**src/rtl/dlfloat_mac_seq_pkg.sv**
```systemverilog
// dlfloat_mac_seq_pkg: DLFloat16 constants and sequencer state encoding
package dlfloat_mac_seq_pkg;
   localparam int          DLF_BIAS = 31;
   localparam logic [15:0] DLF_NAN  = 16'hFFFF;
   localparam logic [15:0] DLF_ZERO = 16'h0000;
   localparam logic [15:0] DLF_ONE  = 16'h3E00;
   typedef enum logic [2:0] {
      S_IDLE, S_CLR, S_LOAD, S_ISSUE, S_DRAIN, S_OUT_LO, S_OUT_HI
   } state_t;
endpackage

```
**src/rtl/dlfloat_byte_asm.sv**
```systemverilog
// dlfloat_byte_asm: gathers a_lo, a_hi, b_lo from the byte stream; b_hi is forwarded live on the 4th byte
module dlfloat_byte_asm
   import dlfloat_mac_seq_pkg::*;
(
   input  logic        clk,
   input  logic        rst_n,
   input  logic        en,
   input  logic        in_valid,
   input  logic [7:0]  in_data,
   output logic [15:0] a,
   output logic [7:0]  b_lo,
   output logic        done
);
   logic [1:0] byte_cnt;
   logic       acc;
   assign acc  = en & in_valid;
   assign done = acc & (byte_cnt == 2'd3);
   // store each accepted byte into its slot; the 2-bit count wraps 3->0 on its own
   always_ff @(posedge clk) begin
      if (!rst_n) begin
         byte_cnt <= 2'd0;
         a        <= DLF_ZERO;
         b_lo     <= 8'd0;
      end else if (acc) begin
         byte_cnt <= byte_cnt + 2'd1;
         if (byte_cnt == 2'd0) a[7:0]  <= in_data;
         if (byte_cnt == 2'd1) a[15:8] <= in_data;
         if (byte_cnt == 2'd2) b_lo    <= in_data;
      end
   end
endmodule

```
**src/rtl/dlfloat_mac_seq.sv**
```systemverilog
// dlfloat_mac_seq: byte-stream sequencer driving the DLFloat16 MAC and serialising its result
module dlfloat_mac_seq
   import dlfloat_mac_seq_pkg::*;
#(
   parameter int LEN_W   = 4,
   parameter int MAC_LAT = 2
) (
   input  logic             clk,
   input  logic             rst_n,
   input  logic             start,
   input  logic [LEN_W-1:0] cfg_len,
   input  logic [7:0]       in_data,
   input  logic             in_valid,
   output logic             in_ready,
   output logic [15:0]      mac_a,
   output logic [15:0]      mac_b,
   output logic             mac_en,
   output logic             mac_clr,
   input  logic [15:0]      mac_acc,
   output logic [7:0]       out_data,
   output logic             out_valid,
   input  logic             out_ready,
   output logic             busy
);
   state_t           state;
   logic [LEN_W-1:0] len, pair_cnt, pair_nxt, lat_cnt;
   logic [7:0]       res_hi;
   logic [15:0]      asm_a;
   logic [7:0]       asm_b_lo;
   logic             pair_done;

   assign pair_nxt = pair_cnt + LEN_W'(1);

   dlfloat_byte_asm u_asm (
      .clk      (clk),
      .rst_n    (rst_n),
      .en       (in_ready),
      .in_valid (in_valid),
      .in_data  (in_data),
      .a        (asm_a),
      .b_lo     (asm_b_lo),
      .done     (pair_done)
   );

   // sequencer FSM; every output is registered and set on the edge entering its state
   always_ff @(posedge clk) begin
      if (!rst_n) begin
         state     <= S_IDLE;
         len       <= '0;
         pair_cnt  <= '0;
         lat_cnt   <= '0;
         res_hi    <= 8'd0;
         in_ready  <= 1'b0;
         mac_en    <= 1'b0;
         mac_clr   <= 1'b0;
         out_valid <= 1'b0;
         busy      <= 1'b0;
         mac_a     <= DLF_ZERO;
         mac_b     <= DLF_ZERO;
         out_data  <= 8'd0;
      end else begin
         case (state)
            S_IDLE: if (start) begin
               len      <= cfg_len;
               pair_cnt <= '0;
               mac_clr  <= 1'b1;
               busy     <= 1'b1;
               state    <= S_CLR;
            end
            S_CLR: begin
               mac_clr  <= 1'b0;
               lat_cnt  <= '0;
               in_ready <= len != '0;
               state    <= len == '0 ? S_DRAIN : S_LOAD;
            end
            S_LOAD: if (pair_done) begin
               in_ready <= 1'b0;
               mac_en   <= 1'b1;
               mac_a    <= asm_a;
               mac_b    <= {in_data, asm_b_lo};
               state    <= S_ISSUE;
            end
            S_ISSUE: begin
               mac_en   <= 1'b0;
               pair_cnt <= pair_nxt;
               lat_cnt  <= '0;
               in_ready <= pair_nxt < len;
               state    <= pair_nxt < len ? S_LOAD : S_DRAIN;
            end
            S_DRAIN: if (lat_cnt == LEN_W'(MAC_LAT - 1)) begin
               out_data  <= mac_acc[7:0];
               res_hi    <= mac_acc[15:8];
               out_valid <= 1'b1;
               state     <= S_OUT_LO;
            end else lat_cnt <= lat_cnt + LEN_W'(1);
            S_OUT_LO: if (out_ready) begin
               out_data <= res_hi;
               state    <= S_OUT_HI;
            end
            S_OUT_HI: if (out_ready) begin
               out_valid <= 1'b0;
               busy      <= 1'b0;
               state     <= S_IDLE;
            end
            default: state <= S_IDLE;
         endcase
      end
   end
endmodule
```
**config.mk**
```make
export PLATFORM = sky130hd
export DESIGN_NAME = dlfloat_mac_seq
export DESIGN_NICKNAME = d
export VERILOG_FILES = /design/src/rtl/dlfloat_mac_seq_pkg.sv /design/src/rtl/dlfloat_byte_asm.sv /design/src/rtl/dlfloat_mac_seq.sv
export SDC_FILE = /design/constraint.sdc
export NUM_CORES = 1
export LEC_CHECK = 0
export BUFFER_PORTS_ARGS = -buffer_cell sky130_fd_sc_hd__buf_4
export CELL_PAD_IN_SITES_DETAIL_PLACEMENT = 0
export CELL_PAD_IN_SITES_GLOBAL_PLACEMENT = 2
export CORE_MARGIN = 2
export CORE_UTILIZATION = 25
export DETAILED_ROUTE_END_ITERATION = 8
export GPL_ROUTABILITY_DRIVEN = 1
export PLACE_DENSITY_LB_ADDON = 0.2
export SYNTH_ARGS = -nofsm -noshare
export SYNTH_HDL_FRONTEND = slang
export SYNTH_HIERARCHICAL = 1
export SYNTH_SLANG_ARGS = --single-unit
export TNS_END_PERCENT = 50
```
**constraint.sdc**
```tcl
create_clock -name clk -period 3 [get_ports clk]
set_input_delay 0.6 -clock clk [delete_from_list [all_inputs] [get_ports clk]]
set_output_delay 0.6 -clock clk [all_outputs]
set_load 0.01 [all_outputs]
```
==> summary.txt <==
Cells and area
  – Ant diodes: 0
  – Design Area, Final: 4910 µm²
  – Final Core Density: 32.3%
  – Commonest cells after routing, fill and taps aside: 120 x nand2_1, 94 x dfxtp_1, 82 x buf_4
  – Non-filler cells, final: 697
  – Share of cells above drive strength 1: 23.2%
  – Total Nets Final: 547
  – Layout area overhead: 25.8%
  – Commonest non-fill, non-tap cell in the layout: nand2_1

Route
  – Avg WL per Cell: 14.2 µm
  – # DRC: 0
  – Drt pass-1 iters: 4
  – Antenna Nets Post-Route: 0
  – Initial drt markers: 144
  – Via density: 4.46
  – Via count: 3108
  – Final wirelength: 9.92 mm

Floorplanning
  – Rows: 45
  – Full die area: 16600 µm²
  – Starting Density: 25.7%
  – IO Pins: 78
  – Core Region: 15200 µm²
  – Die width: 129 µm
  – Die height: 129 µm

Timing
  – Crit share post-route: 68.6%
  – Final Hold Fails: 0
  – Fin Setup TNS: 0 ps
  – Final number of setup-violating endpoints: 0
  – Least-Margin Pin Slew: 815 ps
  – Max Fclk: 0.486 GHz
  – Pins Over Slew Limit: 0
  – Final min period: 2060 ps
  – Max-Slew Margin vs Limit: 45.7%
  – RSZ-0062 raised after global routing: false
  – Clk_skew: 5.04 ps

Global route
  – First-pass GRT wire length: 15.9 mm
  – Antenna violations before repair: 0
  – Pin count of the biggest net entering global routing: 49
  – Vias in the first global route: 3015
  – Grt ovf: 0
  – GRT Total Usage: 12.6%

Synthesis
  – Synth area leaders: dfxtp_1 48%, nand2_1 12%, mux2i_1 8.7%, a21oi_1 7.3%, ha_1 3.2%
  – Number of synthesized register bits: 94
  – Yosys cell types: 47
  – Mapped Cells: 438
  – Avg Inst Size Synth: 8.90 µm²
  – Synth Warn #: 6
  – Yosys top cell by area: dfxtp_1
  – Seq/Total Area, Yosys: 48.3%
  – Synthesized area: 3900 µm²
  – Share of the synthesized area in the top cell type: 48.3%
  – Syn_nets: 481

Power and ir drop
  – Power Total: 2.69 mW
  – VDD IR-drop max: 267 µV
  – Leak pwr: 2.07 nW
  – P per Cell Area: 548 nW/µm²

Clock tree
  – CTS sink count: 94
  – CTS tree: done
  – Hold Buf Count CTS: 0
  – Setup repair bufs after CTS: 0
  – Worst-path clk slew: 60 ps
  – Clock latency at the later pin of the worst-skew pair: 350 ps
  – TritonCTS buffer count: 9
  – Max clock buf depth: 2
  – CTS resizes: 0
  – Root buf cell: clkbuf_16
  – H-tree levels: 3

Place
  – Inst Count DP: 681
  – Gpl congestion: 0.748
  – Placed instance area: 4610 µm²
  – DP HPWL: 6.62 mm
  – I/O Buffers: 77

Setup path
  – Startpoint types: flop
  – Setup CP Type: flop to flop
  – Worst EP required: 3220 ps
  – CP arrival: 2270 ps
  – CP endpoint kind: flop
  – Crit path max fanout: 18

Worst hold path
  – Worst Hold Class: flop to flop

Outcome
  – Outcome: completed

Job
  – Max-cap viol count: 0
final timing paths:
path / start / end / slack (ps) / depth (start not counted)
setup reg to reg: state[2]$_SDFFE_PN0P_ / out_data[1]$_SDFFE_PN0P_ / 940 / 3
hold reg to reg: u_asm/a[4]$_SDFFE_PN0P_ / mac_a[4]$_SDFFE_PN0P_ / 450 / 2
hold / removal: u_asm/a[4]$_SDFFE_PN0P_ / mac_a[4]$_SDFFE_PN0P_ / 450 / 2
setup / recovery: state[2]$_SDFFE_PN0P_ / out_data[1]$_SDFFE_PN0P_ / 940 / 3
state kept, by name (all words and copies together), names as in the netlist:
signal	count
mac_a	16
mac_b	16
u_asm/a	16
out_data	8
res_hi	8
u_asm/b_lo	8
lat_cnt	4
len	4
pair_cnt	4
state	3
u_asm/byte_cnt	2
busy	1
in_ready	1
mac_clr	1
mac_en	1
out_valid	1
logic make-up after synthesis:
kind of cell    Yosys count  share of synthesized area [%]
simple gates            175                           21.1
compound gates           85                           12.7
flops                    94                           48.3
xor+xnor                  4                          0.898
mux                      35                           9.02
fa+ha+maj                10                           3.21
buf+inv                  35                           4.84
through the flow:
stage,hold slack (ps),setup slack [ps]
after floorplan,432,1290
after global placement,438,1000
after detailed placement,445,999
after CTS,455,984
after global routing,472,828
final,452,943
per-layer routing:
layer / global-route usage [%] / part of all wire [%] / vias up
met2: 19.9 / 45 / 57
li1: - / - / 1604
met4: 5.50 / 2.3 / 0
met3: 3.49 / 4.1 / 15
met5: 0 / 0 / -
met1: 16.0 / 49 / 1432
critical path: stages, from the launching register on:
cell and delay (ps):
dfxtp_1 790, nand3b_1 650, mux2i_1 390, a21oi_1 100
synthesized netlist by cell type (all sizes together):
cell / number
a211oi: 3
a21bo: 3
a21oi: 59
a22oi: 1
a31o: 1
a31oi: 1
and3: 3
and3b: 1
buf: 18
clkbuf: 9
dfxtp: 94
ha: 10
inv: 8
mux2: 1
mux2i: 34
nand2: 120
nand2b: 2
nand3: 9
nand3b: 4
nand4: 1
nand4b: 1
nand4bb: 1
nor2: 21
nor2b: 1
nor3: 3
nor3b: 3
nor4b: 1
nor4bb: 1
o211ai: 2
o21a: 2
o21ai: 12
o41ai: 1
or3b: 2
or4: 1
xnor2: 1
xor2: 3
final cells by class:
| cell class | count | area (µm²) |
|---|---|---|
| clock inverters | 7 | 75.1 |
| well taps | 188 | 235 |
| repair buffers | 82 | 616 |
| fillers | 1635 | 10300 |
| inverters | 8 | 30.0 |
| multi-input cells | 309 | 1840 |
| flip-flops and latches | 94 | 1880 |
| clock buffers | 9 | 225 |
report_power, final:
| part | total (mW) | internal (mW) | switching [mW] |
|---|---|---|---|
| Combinational | 0.223 | 0.104 | 0.119 |
| Clock | 1.15 | 0.647 | 0.506 |
| Sequential | 1.31 | 1.27 | 0.0402 |
Power figures use the tool's default switching activity.
